`src/rtl/unified_mem_arbiter.sv`:
```
`default_nettype none
// +--------------------------------------------------------------------------+
// | Module   : unified_mem_arbiter                                           |
// | Function : Shares one word-wide memory port between a byte-wide fetch    |
// |            unit and a word load/store data port. Data has priority, a    |
// |            starvation guard bounds fetch wait, and a one-word fetch      |
// |            buffer (kept coherent with stores) serves repeated fetches.   |
// | Revision : 1.0  initial release                                          |
// +--------------------------------------------------------------------------+
module unified_mem_arbiter #(
  parameter int STARVE_LIMIT = 4,
  parameter int AW           = 32
) (
  input  logic          clock,
  input  logic          resetn,
  input  logic          i_req,
  input  logic [AW-1:0] i_addr,
  output logic [7:0]    i_byte,
  output logic          i_ready,
  input  logic          d_req,
  input  logic          d_we,
  input  logic [AW-1:0] d_addr,
  input  logic [31:0]   d_wdata,
  output logic [31:0]   d_rdata,
  output logic          d_ready,
  output logic          mem_req,
  output logic          mem_we,
  output logic [AW-1:0] mem_addr,
  output logic [31:0]   mem_wdata,
  input  logic [31:0]   mem_rdata,
  input  logic          mem_ack
);

  // Counter must hold the value STARVE_LIMIT itself (saturation point).
  localparam int                 c_CNT_W   = $clog2(STARVE_LIMIT + 2);
  localparam logic [c_CNT_W-1:0] c_LIMIT   = c_CNT_W'(STARVE_LIMIT);
  localparam logic [c_CNT_W-1:0] c_CNT_ONE = {{(c_CNT_W-1){1'b0}}, 1'b1};

  typedef enum logic [1:0] {
    S_IDLE   = 2'd0,
    S_BUSY_D = 2'd1,
    S_BUSY_I = 2'd2,
    S_DONE   = 2'd3
  } state_t;

  state_t              r_state;
  state_t              w_state_nxt;
  logic                r_buf_valid;
  logic [AW-3:0]       r_buf_tag;
  logic [31:0]         r_buf_data;
  logic [c_CNT_W-1:0]  r_starve;
  logic [1:0]          r_sel;
  logic                w_hit;
  logic                w_take_hit;
  logic                w_grant_d;
  logic                w_grant_i;
  logic                w_d_done;
  logic                w_i_done;
  logic                w_unused;

  // Data word addresses ignore the byte offset.
  assign w_unused = ^d_addr[1:0];

  assign w_hit    = i_req && r_buf_valid && (r_buf_tag == i_addr[AW-1:2]);
  assign w_d_done = (r_state == S_BUSY_D) && mem_ack;
  assign w_i_done = (r_state == S_BUSY_I) && mem_ack;

  // State register.
  always_ff @(posedge clock or negedge resetn) begin
    if (!resetn) r_state <= S_IDLE;
    else         r_state <= w_state_nxt;
  end

  // Next-state and grant decode; arbitration happens only in IDLE.
  always_comb begin
    w_state_nxt = r_state;
    w_take_hit  = 1'b0;
    w_grant_d   = 1'b0;
    w_grant_i   = 1'b0;
    case (r_state)
      S_IDLE: begin
        if (w_hit) begin
          w_take_hit  = 1'b1;
          w_state_nxt = S_DONE;
        end else if (d_req && (!i_req || (r_starve < c_LIMIT))) begin
          w_grant_d   = 1'b1;
          w_state_nxt = S_BUSY_D;
        end else if (i_req) begin
          w_grant_i   = 1'b1;
          w_state_nxt = S_BUSY_I;
        end
      end
      S_BUSY_D, S_BUSY_I: begin
        if (mem_ack) w_state_nxt = S_DONE;
      end
      S_DONE:  w_state_nxt = S_IDLE;
      default: w_state_nxt = S_IDLE;
    endcase
  end

  // Memory port, fetch buffer, starvation counter and completion pulses.
  always_ff @(posedge clock or negedge resetn) begin
    if (!resetn) begin
      mem_req     <= 1'b0;
      mem_we      <= 1'b0;
      mem_addr    <= '0;
      mem_wdata   <= '0;
      i_byte      <= '0;
      i_ready     <= 1'b0;
      d_rdata     <= '0;
      d_ready     <= 1'b0;
      r_buf_valid <= 1'b0;
      r_buf_tag   <= '0;
      r_buf_data  <= '0;
      r_starve    <= '0;
      r_sel       <= '0;
    end else begin
      if (w_take_hit) begin
        i_ready <= 1'b1;
        i_byte  <= r_buf_data[{i_addr[1:0], 3'b000} +: 8];
      end else if (w_grant_d) begin
        mem_req   <= 1'b1;
        mem_we    <= d_we;
        mem_addr  <= {d_addr[AW-1:2], 2'b00};
        mem_wdata <= d_wdata;
        // Only consecutive data grants that bypass a waiting fetch count.
        if (!i_req)                    r_starve <= '0;
        else if (r_starve != c_LIMIT)  r_starve <= r_starve + c_CNT_ONE;
      end else if (w_grant_i) begin
        mem_req   <= 1'b1;
        mem_we    <= 1'b0;
        mem_addr  <= {i_addr[AW-1:2], 2'b00};
        mem_wdata <= '0;
        r_sel     <= i_addr[1:0];
        r_starve  <= '0;
      end

      if (w_d_done) begin
        mem_req <= 1'b0;
        d_ready <= 1'b1;
        d_rdata <= mem_we ? 32'd0 : mem_rdata;
        // Keep the fetch buffer coherent with stores to its word.
        if (mem_we && (mem_addr[AW-1:2] == r_buf_tag)) r_buf_data <= mem_wdata;
      end

      if (w_i_done) begin
        mem_req     <= 1'b0;
        i_ready     <= 1'b1;
        i_byte      <= mem_rdata[{r_sel, 3'b000} +: 8];
        r_buf_valid <= 1'b1;
        r_buf_tag   <= mem_addr[AW-1:2];
        r_buf_data  <= mem_rdata;
      end

      if (r_state == S_DONE) begin
        i_ready <= 1'b0;
        d_ready <= 1'b0;
      end
    end
  end

endmodule
`default_nettype wire

```
`config.mk`:
```
export PLATFORM = sky130hd
export DESIGN_NAME = unified_mem_arbiter
export DESIGN_NICKNAME = d
export VERILOG_FILES = /design/src/rtl/unified_mem_arbiter.sv
export SDC_FILE = /design/constraint.sdc
export NUM_CORES = 1
export LEC_CHECK = 0
export ABC_AREA = 1
export CORE_ASPECT_RATIO = 1.75
export CORE_MARGIN = 2
export CORE_UTILIZATION = 50
export DETAILED_ROUTE_END_ITERATION = 16
export PLACE_DENSITY = 0.84
export SETUP_SLACK_MARGIN = 0.3
export SYNTH_ARGS = -nofsm -noshare
export SYNTH_HDL_FRONTEND = slang
export SYNTH_SLANG_ARGS = --single-unit
```
`constraint.sdc`:
```
create_clock -name clock -period 2.45 [get_ports clock]
set_input_delay 0.245 -clock clock [delete_from_list [all_inputs] [get_ports clock]]
set_output_delay 0.245 -clock clock [all_outputs]
set_load 0.01 [all_outputs]
```
# --- After elaboration in Yosys (flattened, before gate mapping) ---
# Index checks and enable logic that the tools add are counted.
word_totals:
  in_bits: 134
  out_inout_bits: 108
  word_cells: 93
  ff_bits: 178
classes:
  n_bitwise: 2
  reduce_logical: 23
  n_mux: 40
  n_shift: 2
  n_lt_le_gt_ge: 1
  eq_ne: 10
  addsub: 1
op_table:
  columns: ["cell", "n"]
  rows:
  - ["two-way mux 32 bit", 8]
  - ["indexed part select 32 x 6 -> 8 bit", 2]
  - ["equality test 30 bit", 2]
  - ["two-way mux 1 bit", 21]
  - ["two-way mux 8 bit", 2]
  - ["two-way mux 3 bit", 4]
  - ["nonzero test 2 bit", 5]
  - ["two-way mux 2 bit", 4]
  - ["AND reduction 2 bit", 4]
  - ["logical AND 1 bit", 6]
  - ["one-hot mux 2 bit (3 select lines)", 1]
  - ["AND reduction 3 bit", 2]
  - ["equality test 2 bit, second input constant", 2]
  - ["!= test 4 bit, second input constant", 1]
  - ["nonzero test 4 bit", 1]
  - ["adder 3 x 1 -> 3 bit, second input constant", 1]
  - ["less-than comparator 3 bit, second input constant", 1]
  - ["!= test 3 x 1 -> 1 bit, second input constant", 1]
  - ["!= test 3 x 2 -> 1 bit, second input constant", 1]
  - ["!= test 3 bit, second input constant", 1]
  - ["nonzero test 3 bit", 1]
  - ["equality test 2 x 1 -> 1 bit, second input constant", 1]
  - ["logical NOT 2 bit", 1]
  - ["!= test 2 bit, second input constant", 1]
  - ["4 further kinds", 5]

# --- Depth between registers and ports, before layout ---
# Gate-level depths: netlist (run 1).
depth:
  word_depth: 11
  mapped_depth: 15

# --- Least setup slack after synthesis (run 1) ---
# OpenSTA, ideal clock, no wires.
synth_path:
  kind: "register to register"
  startpoint: "reg r_state[0]"
  endpoint: "reg i_byte[0]"
  setup_slack_ns: 0.701
  stages_incl_launch_ff: 9
  t_arrival_ns: 1.623
  setup_ns: 0.126
  path_cell_list: "dfrtp_1 inv_1 ha_1 nand2_1 buf_1 clkbuf_1 o211ai_1 o21ai_0 a21oi_1"
synth_between:
  elab_chain_len: 3
  elab_cells_between_ends: 6
synth_rtl:
  columns: ["item", "line_no", "source"]
  rows:
  - ["start, declared", "46", "state_t r_state;"]
  - ["start signal, assigned", "71", "else r_state <= w_state_nxt;"]
  - ["equality test 2 bit / logical NOT 2 bit (equally long branches)", "66, 80", null]
  - ["logical AND 1 bit / two-way mux 1 bit (equally long branches)", "66, 80", null]
  - ["two-way mux 8 bit / nonzero test 2 bit (equally long branches)", null, null]
  - ["end signal, assigned", "120", "i_byte <= r_buf_data[{i_addr[1:0], 3'b000} +: 8];"]
  - ["end signal, assigned", "149", "i_byte <= mem_rdata[{r_sel, 3'b000} +: 8];"]
  - ["end, declared", "18", "output logic [7:0] i_byte,"]
# Parallel ways exist; a longest one is shown, timed or not.
# A chain may end at the register's enable or synchronous reset.

# --- Worst setup path in the final report (run 1) ---
layout_path:
  startpoint: "reg r_buf_tag[18]"
  endpoint: "reg mem_addr[28]"
layout_between:
  elab_chain_len: 6
  elab_cells_between_ends: 12
layout_rtl:
  columns: ["item", "line_no", "source"]
  rows:
  - ["start, declared", "49", "logic [AW-3:0] r_buf_tag;"]
  - ["start signal, assigned", "151", "r_buf_tag <= mem_addr[AW-1:2];"]
  - ["equality test 30 bit (*)", "64", "assign w_hit = i_req && r_buf_valid && (r_buf_tag == i_addr[AW-1:2]);"]
  - ["logical AND 1 bit (*)", "64", null]
  - ["two-way mux 1 bit", "82", "if (w_hit) begin"]
  - ["two-way mux 1 bit", "80", "case (r_state)"]
  - ["nonzero test 2 bit (no source line) / NOT 1 bit (equally long branches)", null, null]
  - ["AND reduction 2 bit (no source line)", null, null]
  - ["end signal, assigned", "124", "mem_addr <= {d_addr[AW-1:2], 2'b00};"]
  - ["end signal, assigned", "132", "mem_addr <= {i_addr[AW-1:2], 2'b00};"]
  - ["end, declared", "28", "output logic [AW-1:0] mem_addr,"]
# Every way passes the cells marked *; elsewhere a longest branch is shown, timed or not.

==> results of run 1 <==
## layer usage
layer / vias up / track usage [%] / wire, um
met2: 411 / 57.83 / 16560
met4: 0 / 21.66 / 2164
met1: 4242 / 31.73 / 10250
met3: 115 / 3.960 / 1571
met5: - / 0 / 0
li1: 4347 / - / -
## stage by stage
stage,utilization [%],setup WS [ns]
floorplan,-,0.7006
global placement,65.19,0.1705
detailed placement,65.19,0.08543
CTS,68.31,0.3235
global route,68.53,0.2753
finish,68.53,0.4215
## flip-flops by register name, indices dropped and copies added, names as in the netlist, 2 cells and up
name	count
r_buf_tag	30
mem_wdata	32
mem_addr	30
i_byte	8
r_sel	2
r_buf_data	32
r_starve	3
r_state	2
d_rdata	32
## power by group through the flow
stage | registers [uW] | clock network, uW | logic, uW
2_1_floorplan | 5400 | 0 | 3500
3_3_place_gp | 5350 | 0 | 6690
3_5_place_dp | 5410 | 0 | 6890
4_1_cts | 5380 | 2680 | 6940
5_1_grt | 5550 | 2800 | 7660
6_report | 5410 | 2650 | 6990
## area by class of cell
class                      instances  area share (%)
inverter                         153           4.561
multi-input combinational        841           32.01
clock buffer                      21           3.649
clock inverter                    11          0.8328
sequential                       176           34.90
tap                              238           2.360
timing repair buffer             266           21.68
## cells in the mapped netlist, drive strengths merged (10+ instances only)
master  instances  area (um2)
o211ai         10       75.07
dfrtp         176        4404
nand2         472        1782
xnor2          10       87.58
o21ai          96       480.5
inv           150       563.0
nor2           41       156.4
mux2           26       292.8
nand3          69       355.3
a21oi          32       160.2
nand4          35       219.0
buf            24       132.6
clkbuf         44       165.2
## critical path: cells and delay by family, from the launching register on
kind	cells	cell delay (ns)
and+or+nand+nor	11	1.14
DFF	1	0.41
buffers and inverters	3	0.39
## placed cells by master (no fill, tap or decap), types with 3 or more instances in the layout
| cell type | instances |
|---|---|
| inv_1 | 149 |
| nand4_1 | 35 |
| clkdlybuf4s50_1 | 236 |
| mux2i_1 | 8 |
| clkinvlp_4 | 4 |
| buf_4 | 17 |
| nor2_1 | 40 |
| inv_6 | 3 |
| xnor2_1 | 8 |
| o31ai_1 | 9 |
| buf_12 | 10 |
| nor3_1 | 6 |
| xor2_1 | 6 |
| nand2_1 | 468 |
| o21ai_0 | 96 |
| dfrtp_1 | 176 |
| clkbuf_16 | 18 |
| clkinv_2 | 3 |
| o211ai_1 | 10 |
| mux2_2 | 26 |
| o22ai_1 | 9 |
| ha_1 | 6 |
| a21oi_1 | 31 |
| nand3_1 | 67 |
## worst paths after layout
| kind | endpoint | slack (ns) | cells past startpoint |
|---|---|---|---|
| max | mem_addr[28]$_DFFE_PN0P_ | 0.42 | 14 |
| min | mem_wdata[24]$_DFFE_PN0P_ | 0.35 | 3 |
| max reg2reg | mem_addr[28]$_DFFE_PN0P_ | 0.42 | 14 |
| min reg2reg | r_buf_valid$_DFFE_PN0P_ | 0.47 | 2 |
| max in group asynchronous | r_buf_tag[11]$_DFFE_PN0P_ | 1.36 | 3 |
| min in group asynchronous | d_rdata[21]$_DFFE_PN0P_ | 0.36 | 2 |
## cells by family (layout without fill, tap and decap cells)
kind of cell / after synthesis / count (layout) / share of synthesized area [%]
fa+ha+maj: 6 / 6 / 0.8085
simple gates: 623 / 623 / 27.38
buf+inv: 221 / 451 / 9.406
compound gates: 160 / 160 / 9.406
mux: 34 / 34 / 4.016
other cells: 1 / 2 / 0.04039
xor+xnor: 16 / 16 / 1.509
flops: 176 / 176 / 47.43
## what timing repair did
action / CTS / global route
endpoints found under the hold margin: 53 / 0
endpoints found under the setup margin: 0 / 67
resized for setup: 0 / 2
hold buffers: 1 / 0
==> flow_metrics.env, run 1 <==
export IMPL_status="completed"
export IMPL_power_density_nw_per_um2=1193
export IMPL_post_cts_buffers=0
export IMPL_clock_latency_ns=0.43
export IMPL_timing_hold_ws_ns=0.3491
export IMPL_regArea_um2=4404
export IMPL_htree_levels=4
export IMPL_dieHeight_um=184.3
export IMPL_hold_path_class="input port to flop"
export IMPL_syn_to_final_growth_pct=35.91
export IMPL_rsz0062_at_grt="no"
export IMPL_stdcell_area_um2=12620
export IMPL_yosys_warnings=0
export IMPL_hold_start="d_wdata[24]"
export IMPL_yosysSeqAreaShare_pct=47.43
export IMPL_path_common_cell="nand2_1"
export IMPL_dr_pass1_iters=5
export IMPL_numCtsBuffers=17
export IMPL_setup_tns_final_ns=0
export IMPL_end_kind="flop"
export IMPL_path_cells="inv_1, nand2_1, nand2_1, nand2_1, nor2_1, nand2_1, nor2_1, nand2_2, nand3_2, nand2_4, clkinv_2, buf_12, nand2_1, nand2_1"
export IMPL_max_stage_delay_ns=0.41
export IMPL_setup_viol=0
export IMPL_async_reset_ff_share_pct=100.0
export IMPL_fillers=1513
export IMPL_multi_input_area_um2=4040
export IMPL_antenna_found_initial=0
export IMPL_combPwrFrac_pct=46.4
export IMPL_cts_buffer_depth=2
export IMPL_grt_pass1_wl_um=46740
export IMPL_diodes=0
export IMPL_cp_arrival_ns=2.40
export IMPL_critical_path_required_ns=2.82
export IMPL_synth_cell_types=32
export IMPL_skew_ns=0.01640
export IMPL_grt_pass1_vias=9059
export IMPL_p_leak_uw=0.006370
export IMPL_final_antenna_net_count=0
export IMPL_r2r_start="r_buf_tag[18]$_DFFE_PN0P_"
export IMPL_syn_mean_instance_area_um2=7.506
export IMPL_relSlewSlack_pct=44.55
export IMPL_grtUsageTotal_pct=31.17
export IMPL_wl_um=30550
export IMPL_routabilityCongestion=0.9710
export IMPL_viasPerCell=5.343
export IMPL_nets=1595
export IMPL_drc=0
export IMPL_seq_power_share_pct=36.0
export IMPL_slowest_stage="dfrtp_1"
export IMPL_io_pins=242
export IMPL_p_int_uw=8935
export IMPL_path_clk_slew_ns=0.07
export IMPL_fmax_mhz=493.0
export IMPL_syn_inst=1237
export IMPL_vias=9115
export IMPL_switching_share_pct=40.66
export IMPL_core_area_um2=18420
export IMPL_drt_initial_drc_count=649
export IMPL_start_kind="flop"
export IMPL_fin_cells=1706
export IMPL_fin_crit_sh_pct=82.80
export IMPL_synth_main_ff_cell="dfrtp_1"
export IMPL_root_buffer="clkbuf_16"
export IMPL_wire_per_inst_um=17.90
export IMPL_die_width_um=107.0
export IMPL_power_frac_clock_pct=17.6
export IMPL_maxCapViolCount=0
export IMPL_switchingPower_uw=6121
export IMPL_grt_overflow_total=0
export IMPL_grt_max_degree=67
export IMPL_slew_viol_final=0
export IMPL_die_area_um2=19720
export IMPL_placed_cell_area_um2=12000
export IMPL_synth_edf_count=0
export IMPL_cts_tree="yes"
export IMPL_place_hpwl_um=22430
export IMPL_hold_viol=0
export IMPL_power_uw=15060
export IMPL_io_buffers=237
export IMPL_start_util_pct=50.42
export IMPL_worstMarginPinSlew_ns=0.8308
export IMPL_ys_ff_latch=176
export IMPL_layout_drive_gt1_share_pct=6.608
export IMPL_clock_sinks=176
export IMPL_crit_start="r_buf_tag[18]$_DFFE_PN0P_"
export IMPL_final_min_clock_period_ns=2.029
export IMPL_rows=66
export IMPL_dp_cells=1672
export IMPL_synth_area_um2=9285
export IMPL_vdd_ir_drop_max_v=0.0005698
export IMPL_path_class="flop to flop"
export IMPL_critPathMaxFanout=18
No activity file was read; power rests on OpenSTA's default activity.
==> inputs of run 2 (changes only) <==
- clock period: 2.45 -> 2.1 ns (I/O delays scaled with it)
==> flow_metrics.env, run 2 (synthesis gave the netlist of run 1 again) <==
export IMPL_maxCapViolCount=0
export IMPL_critPathMaxFanout=20
export IMPL_stdcell_area_um2=14930
export IMPL_grt_overflow_total=0
export IMPL_setup_tns_final_ns=-0.01438
export IMPL_numCtsBuffers=17
export IMPL_critical_path_required_ns=2.47
export IMPL_reg_top3="d_rdata (32), mem_wdata (32), r_buf_data (32)"
export IMPL_placed_cell_area_um2=12280
export IMPL_io_buffers=237
export IMPL_hold_path_class="input port to async pin"
export IMPL_dr_pass1_iters=6
export IMPL_setup_slack_ns=-0.01043
export IMPL_start_util_pct=50.42
export IMPL_viasPerCell=6.051
export IMPL_slew_viol_final=0
export IMPL_p_leak_uw=0.007491
export IMPL_rsz0062_at_grt="yes"
export IMPL_grtUsageTotal_pct=36.26
export IMPL_cts_tree="yes"
export IMPL_wire_per_inst_um=23.89
export IMPL_path_class="flop to flop"
export IMPL_clock_latency_ns=0.45
export IMPL_worst_r2r_cell_count=7
export IMPL_grt_max_degree=67
export IMPL_drt_initial_drc_count=1186
export IMPL_vias=10830
export IMPL_grt_pass1_wl_um=53730
export IMPL_drc=0
export IMPL_syn_to_final_growth_pct=60.83
export IMPL_dieHeight_um=184.3
export IMPL_start_kind="flop"
export IMPL_die_width_um=107.0
export IMPL_root_buffer="clkbuf_16"
export IMPL_skew_ns=0.01285
export IMPL_rows=66
export IMPL_status="finished with violations"
export IMPL_setup_viol=3
export IMPL_die_area_um2=19720
export IMPL_io_pins=242
export IMPL_path_clk_slew_ns=0.08
export IMPL_grt_pass1_vias=10100
export IMPL_dp_slack_ns=-0.2081
export IMPL_nets=1677
export IMPL_end_kind="flop"
export IMPL_vdd_ir_drop_max_v=0.0007586
export IMPL_wl_um=42760
export IMPL_power_density_nw_per_um2=1454
export IMPL_multi_input_area_um2=5007
export IMPL_fmax_mhz=473.8
export IMPL_cts_buffer_depth=2
export IMPL_final_cell_mix="nand2_1, clkdlybuf4s50_1, dfrtp_1, inv_1, o21ai_0"
export IMPL_final_min_clock_period_ns=2.110
export IMPL_clock_sinks=176
export IMPL_cp_arrival_ns=2.48
export IMPL_worstMarginPinSlew_ns=1.111
export IMPL_relSlewSlack_pct=25.13
export IMPL_fin_crit_sh_pct=100.5
export IMPL_routabilityCongestion=0.9939
export IMPL_antenna_found_initial=2
export IMPL_layout_commonest_cell="nand2_1"
export IMPL_layout_drive_gt1_share_pct=24.52
export IMPL_hold_viol=0
export IMPL_place_hpwl_um=23140
export IMPL_regArea_um2=4408
export IMPL_final_antenna_net_count=0
export IMPL_violations="setup timing"
export IMPL_fillers=1041
export IMPL_htree_levels=4
export IMPL_core_area_um2=18420
run 2: cell types whose count changed in the layout (fill, tap and decap cells not counted), moves of 10 or more:
cell / before / now
nand2_1: 468 / 347
nand2_2: 2 / 84
nand3_1: 67 / 26
nand2_4: 2 / 40
buf_4: 17 / 49
nand3_2: 2 / 34
buf_6: 1 / 15
buf_16: 0 / 13
nor2_1: 40 / 27
a21oi_1: 31 / 21
a21oi_2: 1 / 11
run 2: where the power goes:
group          total [uW]  switching [uW]  internal, uW
Combinational       11500            6190          5360
Clock                3520            1510          2010
Sequential           6640            1730          4920
run 2: cell type report:
cell class / count / share of cell area (%)
timing repair inverter: 1 / 0.07541
antenna: 2 / 0.03351
timing repair buffer: 347 / 26.60
multi-input combinational: 841 / 33.53
inverter: 153 / 4.013
clock buffer: 18 / 2.874
clock inverter: 14 / 1.357
tap: 238 / 1.994
sequential: 176 / 29.52
run 2: repair_timing:
action                                  4_1_cts  5_1_grt
gates cloned                                 14       10
resized for setup                            83      230
hold endpoints to repair                     25        0
setup buffers                                19       10
hold buffers                                  1        0
endpoints found under the setup margin      109      112
pin swaps                                    28       70
run 2: through the flow:
stage | util, % | std cells | power [uW] | hold slack (ns)
2_1_floorplan | - | 1238 | 10390 | -0.08559
3_3_place_gp | 66.68 | 1702 | 14310 | 0.1039
3_5_place_dp | 66.68 | 1702 | 14610 | 0.1051
4_1_cts | 75.02 | 1768 | 19290 | 0.2184
5_1_grt | 81.06 | 1788 | 22600 | 0.2346
6_report | 81.09 | 1790 | 21710 | 0.2060
run 2: critical path: stages, from the launching register on:
cell     delay [ns]
dfrtp_1        0.86
buf_4          0.26
nand2_1        0.13
o21ai_0        0.17
a21oi_1        0.16
nor2_1         0.18
a21oi_1        0.09
a21oi_2        0.18
run 2: final timing paths:
path / from / slack, ns / to
max in group asynchronous: resetn / 1.25 / r_buf_tag[23]$_DFFE_PN0P_
setup / recovery: r_sel[0]$_DFFE_PN0P_ / -0.01 / i_byte[7]$_DFFE_PN0P_
hold reg to reg: d_rdata[5]$_DFFE_PN0P_ / 0.49 / d_rdata[5]$_DFFE_PN0P_
setup reg to reg: r_sel[0]$_DFFE_PN0P_ / -0.01 / i_byte[7]$_DFFE_PN0P_
hold / removal: resetn / 0.21 / r_sel[0]$_DFFE_PN0P_
min in group clock: d_wdata[5] / 0.30 / mem_wdata[5]$_DFFE_PN0P_
run 2: routing by layer:
metal,up-vias,track usage [%],share of wire [%],wire (um)
met1,5065,36.03,30,12670
met5,-,0,0.030,13
met3,354,5.622,9.3,3968
met2,882,64.71,49,21020
li1,4528,-,-,-
met4,2,30.86,12,5095
==> inputs of run 3 (changes only) <==
- PLACE_DENSITY: 0.84 -> unset
- PLACE_DENSITY_LB_ADDON: unset -> 0.25
==> flow_metrics.env, run 3 (synthesis gave the netlist of run 1 again) <==
export IMPL_critical_path_required_ns=2.41
export IMPL_grt_overflow_total=0
export IMPL_worstMarginPinSlew_ns=0.6053
export IMPL_wire_per_inst_um=21.12
export IMPL_path_common_cell="nand2_1"
export IMPL_io_pins=242
export IMPL_hold_viol=0
export IMPL_clock_sinks=176
export IMPL_rows=66
export IMPL_viasPerCell=5.717
export IMPL_seq_power_share_pct=30.8
export IMPL_status="finished with violations"
export IMPL_setup_viol=26
export IMPL_dr_pass1_iters=5
export IMPL_layout_commonest_cell="nand2_1"
export IMPL_slew_viol_final=0
export IMPL_clock_latency_ns=0.43
export IMPL_power_frac_clock_pct=16.2
export IMPL_io_buffers=237
export IMPL_start_kind="flop"
export IMPL_fin_crit_sh_pct=102.1
export IMPL_switching_share_pct=41.84
export IMPL_numCtsBuffers=17
export IMPL_path_delay_family="simple AND/OR/NAND/NOR gates"
export IMPL_root_buffer="clkbuf_16"
export IMPL_power_uw=20820
export IMPL_max_stage_delay_ns=0.42
export IMPL_place_hpwl_um=22980
export IMPL_cts_buffer_depth=2
export IMPL_skew_ns=0.01383
export IMPL_violations="setup timing"
export IMPL_grt_max_degree=67
export IMPL_final_min_clock_period_ns=2.144
export IMPL_hold_path_class="input port to async pin"
export IMPL_wl_um=37750
export IMPL_path_cells="xnor2_2, buf_4, nand2_2, nor2_2, nand2_1, nor2_2, nand2_2, nand3_4, buf_8, buf_6, clkinv_8, buf_12, nand2_1, nand2_1"
export IMPL_relSlewSlack_pct=59.65
export IMPL_antenna_found_initial=0
export IMPL_grtUsageTotal_pct=34.13
export IMPL_drc=0
export IMPL_slowest_stage="dfrtp_1"
export IMPL_diodes=0
export IMPL_end_kind="flop"
export IMPL_combPwrFrac_pct=52.9
export IMPL_fillers=1102
export IMPL_core_area_um2=18420
export IMPL_switchingPower_uw=8709
export IMPL_path_class="flop to flop"
export IMPL_grt_pass1_wl_um=50710
export IMPL_reg_top3="d_rdata (32), mem_wdata (32), r_buf_data (32)"
export IMPL_cp_arrival_ns=2.45
export IMPL_power_density_nw_per_um2=1399
export IMPL_vdd_ir_drop_max_v=0.0006732
export IMPL_final_cell_mix="nand2_1, clkdlybuf4s50_1, dfrtp_1, inv_1, o21ai_0"
export IMPL_path_clk_slew_ns=0.07
export IMPL_nets=1678
export IMPL_p_int_uw=12110
export IMPL_cts_tree="yes"
export IMPL_drt_initial_drc_count=726
export IMPL_dieHeight_um=184.3
export IMPL_maxCapViolCount=0
export IMPL_fmax_mhz=466.4
export IMPL_routabilityCongestion=0.9404
export IMPL_setup_slack_ns=-0.04413
export IMPL_utilization_pct=80.82
export IMPL_layout_drive_gt1_share_pct=24.58
export IMPL_grt_pass1_vias=9658
export IMPL_syn_to_final_growth_pct=60.29
export IMPL_cp_buffers_inverters=5
export IMPL_final_antenna_net_count=0
export IMPL_die_area_um2=19720
export IMPL_vias=10220
export IMPL_rsz0062_at_grt="yes"
export IMPL_p_leak_uw=0.007478
export IMPL_die_width_um=107.0
export IMPL_critPathMaxFanout=18
export IMPL_htree_levels=4
export IMPL_setup_tns_final_ns=-0.3955
export IMPL_start_util_pct=50.42
run 3: final timing paths:
| path | start | end | slack, ns | depth (start not counted) |
|---|---|---|---|---|
| worst max-delay path | r_buf_tag[20]$_DFFE_PN0P_ | mem_wdata[16]$_DFFE_PN0P_ | -0.04 | 14 |
| worst min-delay path | resetn | r_buf_data[10]$_DFFE_PN0P_ | 0.29 | 2 |
| worst max register to register | r_buf_tag[20]$_DFFE_PN0P_ | mem_wdata[16]$_DFFE_PN0P_ | -0.04 | 14 |
| max in group asynchronous | resetn | mem_addr[21]$_DFFE_PN0P_ | 1.18 | 3 |
| worst min register to register | r_buf_valid$_DFFE_PN0P_ | r_buf_valid$_DFFE_PN0P_ | 0.47 | 2 |
| min in group clock | d_wdata[21] | mem_wdata[21]$_DFFE_PN0P_ | 0.34 | 3 |
run 3: stage by stage:
step | worst slack (ns) | hold WS, ns | instance area, um2 | instances
floorplan | 0.3506 | -0.08559 | 9289 | 1238
global placement | -0.1649 | 0.1759 | 12290 | 1702
detailed placement | -0.2365 | 0.1739 | 12290 | 1702
CTS | 0.1773 | 0.2933 | 13710 | 1773
global route | -0.1456 | 0.3204 | 14880 | 1788
finish | -0.04413 | 0.2911 | 14880 | 1788
run 3: area by class of cell:
cell class | instances | area, um2 | share of cell area (%)
Clock buffer | 23 | 498.0 | 3.346
Clock inverter | 8 | 127.6 | 0.8575
Inverter | 153 | 599.3 | 4.027
Multi-Input combinational cell | 842 | 5049 | 33.92
Sequential cell | 176 | 4408 | 29.62
Tap cell | 238 | 297.8 | 2.001
Timing Repair Buffer | 348 | 3904 | 26.23
run 3: worst register-to-register path, delay by kind of cell (launching register included):
kind          cells  cell delay (ns)
xor+xnor          1             0.19
simple gates      8             0.79
buf+inv           5             0.63
flops             1             0.42
run 3: per-layer routing:
| layer | routed length (um) | global-route usage (%) | vias up | share of wire, % |
|---|---|---|---|---|
| met5 | 0 | 0 | - | 0 |
| met4 | 4095 | 28.88 | 0 | 11 |
| met2 | 19370 | 60.36 | 678 | 51 |
| li1 | - | - | 4524 | - |
| met1 | 11610 | 35.26 | 4779 | 31 |
| met3 | 2681 | 4.137 | 241 | 7.1 |
run 3: power groups by stage:
| stage | clock [uW] | combinational [uW] | sequential, uW |
|---|---|---|---|
| after floorplan | 0 | 4090 | 6310 |
| final | 3380 | 11000 | 6420 |
| after detailed placement | 0 | 8360 | 6220 |
| after global routing | 3540 | 11800 | 6530 |
| after CTS | 3400 | 9460 | 6190 |
| after global placement | 0 | 8160 | 6180 |
run 3: repair_timing:
item / 4_1_cts / 5_1_grt
endpoints found under the setup margin: 108 / 116
endpoints found under the hold margin: 40 / 0
pin swaps: 20 / 66
gates resized for setup: 78 / 236
setup buffers: 30 / 5
hold buffers: 1 / 0
cloned: 9 / 10
